$ cat config.mk
export PLATFORM = sky130hd
export DESIGN_NAME = ram_access_arb
export DESIGN_NICKNAME = d
export VERILOG_FILES = /design/src/rtl/ram_ctrl_pkg.sv /design/src/rtl/ram_access_arb_rr_arb2.sv /design/src/rtl/ram_access_arb.sv
export SDC_FILE = /design/constraint.sdc
export NUM_CORES = 1
export LEC_CHECK = 0
export BUFFER_PORTS_ARGS = -buffer_cell sky130_fd_sc_hd__buf_4
export CELL_PAD_IN_SITES_DETAIL_PLACEMENT = 0
export CELL_PAD_IN_SITES_GLOBAL_PLACEMENT = 2
export CORE_AREA = 2 2 84 86
export CTS_BUF_LIST = sky130_fd_sc_hd__clkbuf_16
export DETAILED_ROUTE_END_ITERATION = 16
export DIE_AREA = 0 0 86 88
export PLACE_DENSITY = 0.76
export REMOVE_ABC_BUFFERS = 1
export SKIP_CTS_REPAIR_TIMING = 1
export SLEW_MARGIN = 15
export SYNTH_ARGS = -nofsm -noshare
export SYNTH_HDL_FRONTEND = slang
export SYNTH_SLANG_ARGS = --single-unit
$ cat constraint.sdc
create_clock -name i_clk -period 1.5 [get_ports i_clk]
set_clock_uncertainty 0.2 [all_clocks]
set_input_delay 0.075 -clock i_clk [delete_from_list [all_inputs] [get_ports i_clk]]
set_output_delay 0.075 -clock i_clk [all_outputs]
set_load 0.02 [all_outputs]
$ cat src/rtl/ram_ctrl_pkg.sv
// ----------------------------------------------------------------------------
// ram_ctrl_pkg
// Shared definitions for the two-requester RAM access arbiter:
//   state_t      - controller states (IDLE, CMD, WAIT)
//   REQ0 / REQ1  - requester indices into the 2-bit request/grant vectors
//   CNT_W        - width of the read-latency countdown (RD_LAT up to 15)
//   idx2onehot   - turns a requester index into its one-hot vector
// ----------------------------------------------------------------------------
package ram_ctrl_pkg;

    typedef enum logic [1:0] {
        IDLE = 2'd0,
        CMD  = 2'd1,
        WAIT = 2'd2
    } state_t;

    localparam int unsigned NUM_REQ = 2;
    localparam int unsigned REQ0    = 0;
    localparam int unsigned REQ1    = 1;
    localparam int unsigned CNT_W   = 4;

    function automatic logic [NUM_REQ-1:0] idx2onehot(input logic idx);
        logic [NUM_REQ-1:0] oh;
        oh      = '0;
        oh[idx] = 1'b1;
        return oh;
    endfunction

endpackage

$ cat src/rtl/ram_access_arb_rr_arb2.sv
// ----------------------------------------------------------------------------
// rr_arb2
// Two-way round-robin selector, purely combinational.
//   req_i [1:0] : request vector
//   ptr_i       : requester that wins when both are requesting
//   win_o [1:0] : one-hot winner, all zero when nobody requests
// ----------------------------------------------------------------------------
module rr_arb2 (
    input  logic [1:0] req_i,
    input  logic       ptr_i,
    output logic [1:0] win_o
);

    // A lone requester always wins; the pointer only breaks a tie.
    always_comb begin
        win_o = req_i;
        if (req_i == 2'b11) begin
            win_o = ptr_i ? 2'b10 : 2'b01;
        end
    end

endmodule

$ cat src/rtl/ram_access_arb.sv
// ----------------------------------------------------------------------------
// ram_access_arb
// Arbitrates two requesters onto a single-port RAM with fixed read latency.
// One operation is in flight at a time: a write occupies IDLE+CMD, a read
// occupies IDLE+CMD+RD_LAT WAIT cycles. Every output comes from a flop.
//   i_clk, i_rst_n          : clock, asynchronous active-low reset
//   i_req, i_we             : per-requester request valid and op type (1=write)
//   i_addr0/1, i_wdata0/1   : per-requester address and write data
//   o_gnt                   : one-hot accept pulse, high during the CMD cycle
//   o_rvalid, o_rdata       : one-hot read-valid pulse and captured read data
//   o_ram_rd_en/o_ram_wr_en : RAM command strobes (CMD cycle only)
//   o_ram_addr/o_ram_wdata  : RAM address/data, held between commands
//   i_ram_rdata             : RAM read data, valid RD_LAT cycles after rd_en
// ----------------------------------------------------------------------------
module ram_access_arb
    import ram_ctrl_pkg::*;
#(
    parameter int unsigned SIZE_ADDR = 8,
    parameter int unsigned SIZE_DATA = 8,
    parameter int unsigned RD_LAT    = 2
) (
    input  logic                 i_clk,
    input  logic                 i_rst_n,
    input  logic [1:0]           i_req,
    input  logic [1:0]           i_we,
    input  logic [SIZE_ADDR-1:0] i_addr0,
    input  logic [SIZE_ADDR-1:0] i_addr1,
    input  logic [SIZE_DATA-1:0] i_wdata0,
    input  logic [SIZE_DATA-1:0] i_wdata1,
    output logic [1:0]           o_gnt,
    output logic [1:0]           o_rvalid,
    output logic [SIZE_DATA-1:0] o_rdata,
    output logic                 o_ram_rd_en,
    output logic                 o_ram_wr_en,
    output logic [SIZE_ADDR-1:0] o_ram_addr,
    output logic [SIZE_DATA-1:0] o_ram_wdata,
    input  logic [SIZE_DATA-1:0] i_ram_rdata
);

    // The CMD cycle already accounts for one cycle of read latency.
    localparam logic [CNT_W-1:0] LAT_LOAD = CNT_W'(RD_LAT - 1);

    state_t               state_q;
    logic                 ptr_q;
    logic                 owner_q;
    logic                 we_q;
    logic [CNT_W-1:0]     cnt_q;
    logic [1:0]           gnt_q;
    logic [1:0]           rvalid_q;
    logic [SIZE_DATA-1:0] rdata_q;
    logic                 rd_en_q;
    logic                 wr_en_q;
    logic [SIZE_ADDR-1:0] addr_q;
    logic [SIZE_DATA-1:0] wdata_q;

    logic [1:0]           win_d;
    logic                 winIdx_d;

    rr_arb2 u_rr_arb2 (
        .req_i (i_req),
        .ptr_i (ptr_q),
        .win_o (win_d)
    );

    assign winIdx_d = win_d[REQ1];

    // The address/data registers double as the request latch, so they feed
    // the RAM directly and naturally hold their value outside CMD. Pulsed
    // outputs default low every cycle and are raised only in their state.
    always_ff @(posedge i_clk or negedge i_rst_n) begin
        if (!i_rst_n) begin
            state_q  <= IDLE;
            ptr_q    <= 1'b0;
            owner_q  <= 1'b0;
            we_q     <= 1'b0;
            cnt_q    <= '0;
            gnt_q    <= '0;
            rvalid_q <= '0;
            rdata_q  <= '0;
            rd_en_q  <= 1'b0;
            wr_en_q  <= 1'b0;
            addr_q   <= '0;
            wdata_q  <= '0;
        end else begin
            gnt_q    <= '0;
            rvalid_q <= '0;
            rd_en_q  <= 1'b0;
            wr_en_q  <= 1'b0;
            case (state_q)
                IDLE: begin
                    if (|i_req) begin
                        owner_q <= winIdx_d;
                        we_q    <= i_we[winIdx_d];
                        ptr_q   <= ~winIdx_d;
                        gnt_q   <= win_d;
                        addr_q  <= winIdx_d ? i_addr1  : i_addr0;
                        wdata_q <= winIdx_d ? i_wdata1 : i_wdata0;
                        wr_en_q <= i_we[winIdx_d];
                        rd_en_q <= ~i_we[winIdx_d];
                        state_q <= CMD;
                    end
                end
                CMD: begin
                    if (we_q) begin
                        state_q <= IDLE;
                    end else begin
                        cnt_q   <= LAT_LOAD;
                        state_q <= WAIT;
                    end
                end
                WAIT: begin
                    if (cnt_q == '0) begin
                        rdata_q  <= i_ram_rdata;
                        rvalid_q <= idx2onehot(owner_q);
                        state_q  <= IDLE;
                    end else begin
                        cnt_q <= cnt_q - 1'b1;
                    end
                end
                default: state_q <= IDLE;
            endcase
        end
    end

    assign o_gnt       = gnt_q;
    assign o_rvalid    = rvalid_q;
    assign o_rdata     = rdata_q;
    assign o_ram_rd_en = rd_en_q;
    assign o_ram_wr_en = wr_en_q;
    assign o_ram_addr  = addr_q;
    assign o_ram_wdata = wdata_q;

endmodule

* Word-level counts from Yosys, hierarchy flattened
Index checks and enable logic that the tools add are counted.
Word-level totals: word-level logic and storage cells 57, bits in registers 39, output and inout port bits 30
Cells by class: reduce and logical (&&, ||, !) cells 9, mux-type cells 23, add/sub/neg operators 1, equal/unequal tests 7, order comparisons 3, bitwise operators 2
Operators with widths (number):
- $mux 2 | 9
- $mux 8 | 2
- $mux 4 | 2
- $ne 2x2->1 const B | 4
- $pmux 4 s2 | 1
- $mux 1 | 7
- $pmux 2 s3 | 1
- $reduce_and 2->1 | 3
- $eq 2x2->1 const B | 2
- $logic_not 4->1 | 1
- $lt 1x2->1 const B | 2
- $sub 4x1->4 const B | 1
- $reduce_and 3->1 | 1
- $eq 2x1->1 const B | 1
- $logic_not 2->1 | 1
- $not 1->1 | 2
- $reduce_bool 2->1 | 1
- $reduce_or 2->1 | 1
- $demux 1 s1 | 1
- $ge 1x1->1 const B | 1
- $logic_and 1x1->1 | 1

* Logic depth before layout (Yosys ltp)
depth in word-level cells 7, depth in mapped cells 7, mapped depth without buffers 5

* Cells and area by module
From an unflattened synthesis, not the netlist that was laid out.
Unflattened totals: cell total of the unflattened synthesis 123, area total of the unflattened synthesis 1762.9 um^2
By module, submodules not included:
- ram_access_arb | instances 1, area an instance 1744.2 um^2, sequential area each 975.9 um^2, cells each 120
- rr_arb2 | instances 1, area an instance 18.8 um^2, sequential area each 0.0 um^2, cells each 3

* Worst setup path after synthesis
No wires, ideal clock.
kind flip-flop to flip-flop, start point reg cnt_q[0], end point reg rdata_q[0] (netlist: o_rdata[0]), path slack -0.127 ns, clock period less this slack 1.627 ns, path buffers 1, stages on the path, launching flop included 6, required time 1.175 ns, data arrival time 1.302 ns, cell sequence dfrtp_1 inv_1 ha_1 and4b_1 buf_2 mux2_2
On the way: word-level cells in the longest chain between the ends 2
RTL lines:
- start, declared | line ram_access_arb.sv:47 | logic [CNT_W-1:0] cnt_q;
- start signal, assigned | line ram_access_arb.sv:117 | cnt_q <= cnt_q - 1'b1;
- $logic_not 4->1 | line ram_access_arb.sv:112 | if (cnt_q == '0) begin
- $reduce_and 2->1 (no source line)
- end signal, assigned | line ram_access_arb.sv:113 | rdata_q <= i_ram_rdata;
- end, declared | line ram_access_arb.sv:50 | logic [SIZE_DATA-1:0] rdata_q;
No other way between the ends. A chain may end at the register's enable or synchronous reset.

* Worst setup path after layout
start point reg cnt_q[0], end point reg rdata_q[7] (netlist: o_rdata[7])
Same word-level chain as after synthesis.

==> results.toml <==
[grt]
groute.usage.overall_pct = 11.72
grt_max_degree = 40
antenna_found_initial = 0
grt-ovfl-total = 0
grt_pass1_wl_um = 6934
first_global_vias = 1507

[clock_tree]
clkTransAtPathRegs_ns = 0.06
htree_levels = 2
clkSinkCount = 39
cts_made_buffers = 5
clk_latency_ns = 0.28
clk_path_buf_depth = 2
cts_tree = "done"
clock-root-buffer = "clkbuf_16"

[route]
num_vias = 1645
wire_per_inst_um = 15.72
drt_iter0_drc = 44
drt_wl_total_um = 5472
drc_errors = 0
ant_nets = 0
avgViaCountPerCell = 4.727
firstDrtPassIters = 4

[finish]
antenna_cells = 0
fin_util_pct = 48.46
syn_to_final_growth_pct = 89.47
nFillCells = 586
design_area_sq_um = 3219
final_cell_mix = "buf_4 (83), dlygate4sd3_1 (44), dfrtp_1 (37), a21boi_2 (16), a221o_1 (16)"
layout-drive-gt1-share_pct = 53.73
final_nets = 314
mostFrequentLayoutCell = "buf_4"
final_cells = 348

[synth]
syn_area_sq_um = 1699
synthCells = 129
ys_warn_count = 0
synth.distinct_cells = 36
avgSynthCellArea_sq_um = 13.17
yosys_register_bits = 39
ys_seq_area_share_pct = 57.44

[power_and_ir_drop]
total_power_mw = 5.979
p_leak_nw = 1.508
cellPowerDensity_nw_per_um2 = 1857
vdd_drop_max_mv = 1.049

[timing]
worst_slew_pin_slew_ns = 0.5068
maxSlewHeadroom_pct = 66.21
min_period_ns = 1.641
hold_ws_ns = -0.006320
setup_viol = 25
hold_viol_final = 1
rsz0062_at_grt = "true"
finalCritPeriodShare_pct = 109.4
worst_slack_ns = -0.1408
tns_ns = -1.595
final-max-slew-violation-count = 0
fmax_ghz = 0.6094

[die]
fp-row-count = 30
die_h_um = 88
design.portCount = 76
start_util_pct = 25.57
dieArea_sq_um = 7568
core-area_sq_um = 6644
chipWidth_um = 86

[worst_setup_path]
critPathMaxFanout = 5
crit_required_ns = 1.46
arrival_ns = 1.61
worst_setup_path_end_kind = "flop"
crit_type = "flop to flop"
cp-start-kind = "flop"

[run_status]
status = "complete, but fails checks"
failed_checks = "hold timing, setup timing"

[placement]
port_buffers = 75
place_area_sq_um = 2409
dp_cells = 288
hpwl_um = 3009
gp_congestion = 0.7307

[flow_run]
maxCapViolCount = 0

[hold_path]
hold_class = "input pin to flop"
## worst paths after layout
path / startpoint / to / slack, ns / cells past startpoint
worst min register to register: owner_q / o_rvalid[0] / 0.30 / 1
worst min-delay path: i_we[0] / o_ram_wr_en / -0.006 / 3
max in group asynchronous: i_rst_n / state_q[0] / 0.61 / 2
worst max-delay path: cnt_q[0] / o_rdata[7] / -0.14 / 5
worst max register to register: cnt_q[0] / o_rdata[7] / -0.14 / 5
min in group asynchronous: i_rst_n / o_ram_addr[3] / 0.10 / 2
## metrics by stage
stage / hold slack (ns) / setup WS (ns)
finish: -0.006320 / -0.1408
detailed placement: -0.1168 / -0.1771
global route: 0.004455 / -0.1882
CTS: -0.4169 / -0.1970
global placement: -0.1175 / -0.1214
floorplan: -0.4206 / -0.2884
## synth_stat cells
cell / n / area, sq um
and2_1: 1 / 6.260
dfrtp_1: 39 / 975.9
nand3_1: 1 / 5.000
a21oi_1: 2 / 10.01
nand2b_1: 2 / 12.51
buf_8: 1 / 15.01
nand2_1: 3 / 11.26
nor2_2: 1 / 6.260
o221ai_1: 1 / 8.760
and4b_1: 1 / 10.01
buf_6: 4 / 45.04
o22ai_1: 1 / 6.260
a21bo_2: 1 / 10.01
and3_4: 1 / 11.26
and3_1: 2 / 12.51
nand3b_1: 1 / 7.510
a21boi_1: 1 / 7.510
a31oi_1: 1 / 6.260
or2_1: 2 / 12.51
mux2i_1: 2 / 20.02
a21o_1: 2 / 15.01
a221o_1: 16 / 160.2
nor3b_1: 1 / 7.510
o21ai_0: 1 / 5.000
mux2_2: 9 / 101.4
o31ai_1: 1 / 7.510
nor2b_1: 1 / 6.260
nor2_1: 2 / 7.510
buf_2: 4 / 20.02
o211ai_1: 1 / 7.510
a21boi_0: 15 / 112.6
or2b_1: 2 / 15.01
inv_1: 3 / 11.26
ha_1: 1 / 12.51
clkbuf_1: 1 / 3.750
nor4_1: 1 / 6.260
## logic make-up after synthesis
logic type      after synthesis  share of synthesized area (%)
compound gates               43                          20.99
flops                        39                          57.44
simple gates                 22                          8.101
buf+inv                      13                          5.596
mux                          11                          7.143
fa+ha+maj                     1                         0.7363
## critical path: stages, from the launching register on
cell and delay, ns:
dfrtp_1 0.39, inv_2 0.06, ha_2 0.17, and4b_1 0.24, buf_6 0.13, mux2_2 0.32
## flip-flops by register name, summed over array words and instances, names as in the netlist
signal	flops
owner_q	1
o_ram_addr	8
state_q	2
o_rvalid	2
cnt_q	4
o_ram_rd_en	1
o_ram_wr_en	1
o_gnt	2
o_ram_wdata	8
we_q	1
o_rdata	8
ptr_q	1
## where the power goes
group          total, mW  internal (mW)  switching [mW]
clock network       1.01          0.606           0.407
registers           1.81           1.52           0.289
logic               3.16           1.69            1.47
## area by class of cell
type | count | area [sq um] | area share (%)
clock buffers | 5 | 125.1 | 3.887
multi-input cells | 83 | 825.8 | 25.65
inverters | 3 | 11.26 | 0.3498
well taps | 80 | 100.1 | 3.109
flip-flops and latches | 39 | 978.4 | 30.39
clock inverters | 3 | 16.27 | 0.5052
repair buffers | 135 | 1162 | 36.11
## routing by layer
layer | wire length (um) | global-route usage, % | vias to the layer above
met5 | 0 | 0 | -
met4 | 108 | 5.195 | 0
met3 | 380 | 4.430 | 11
met2 | 2950 | 19.52 | 66
met1 | 2032 | 13.49 | 791
li1 | - | - | 777
Power figures use the tool's default switching activity.
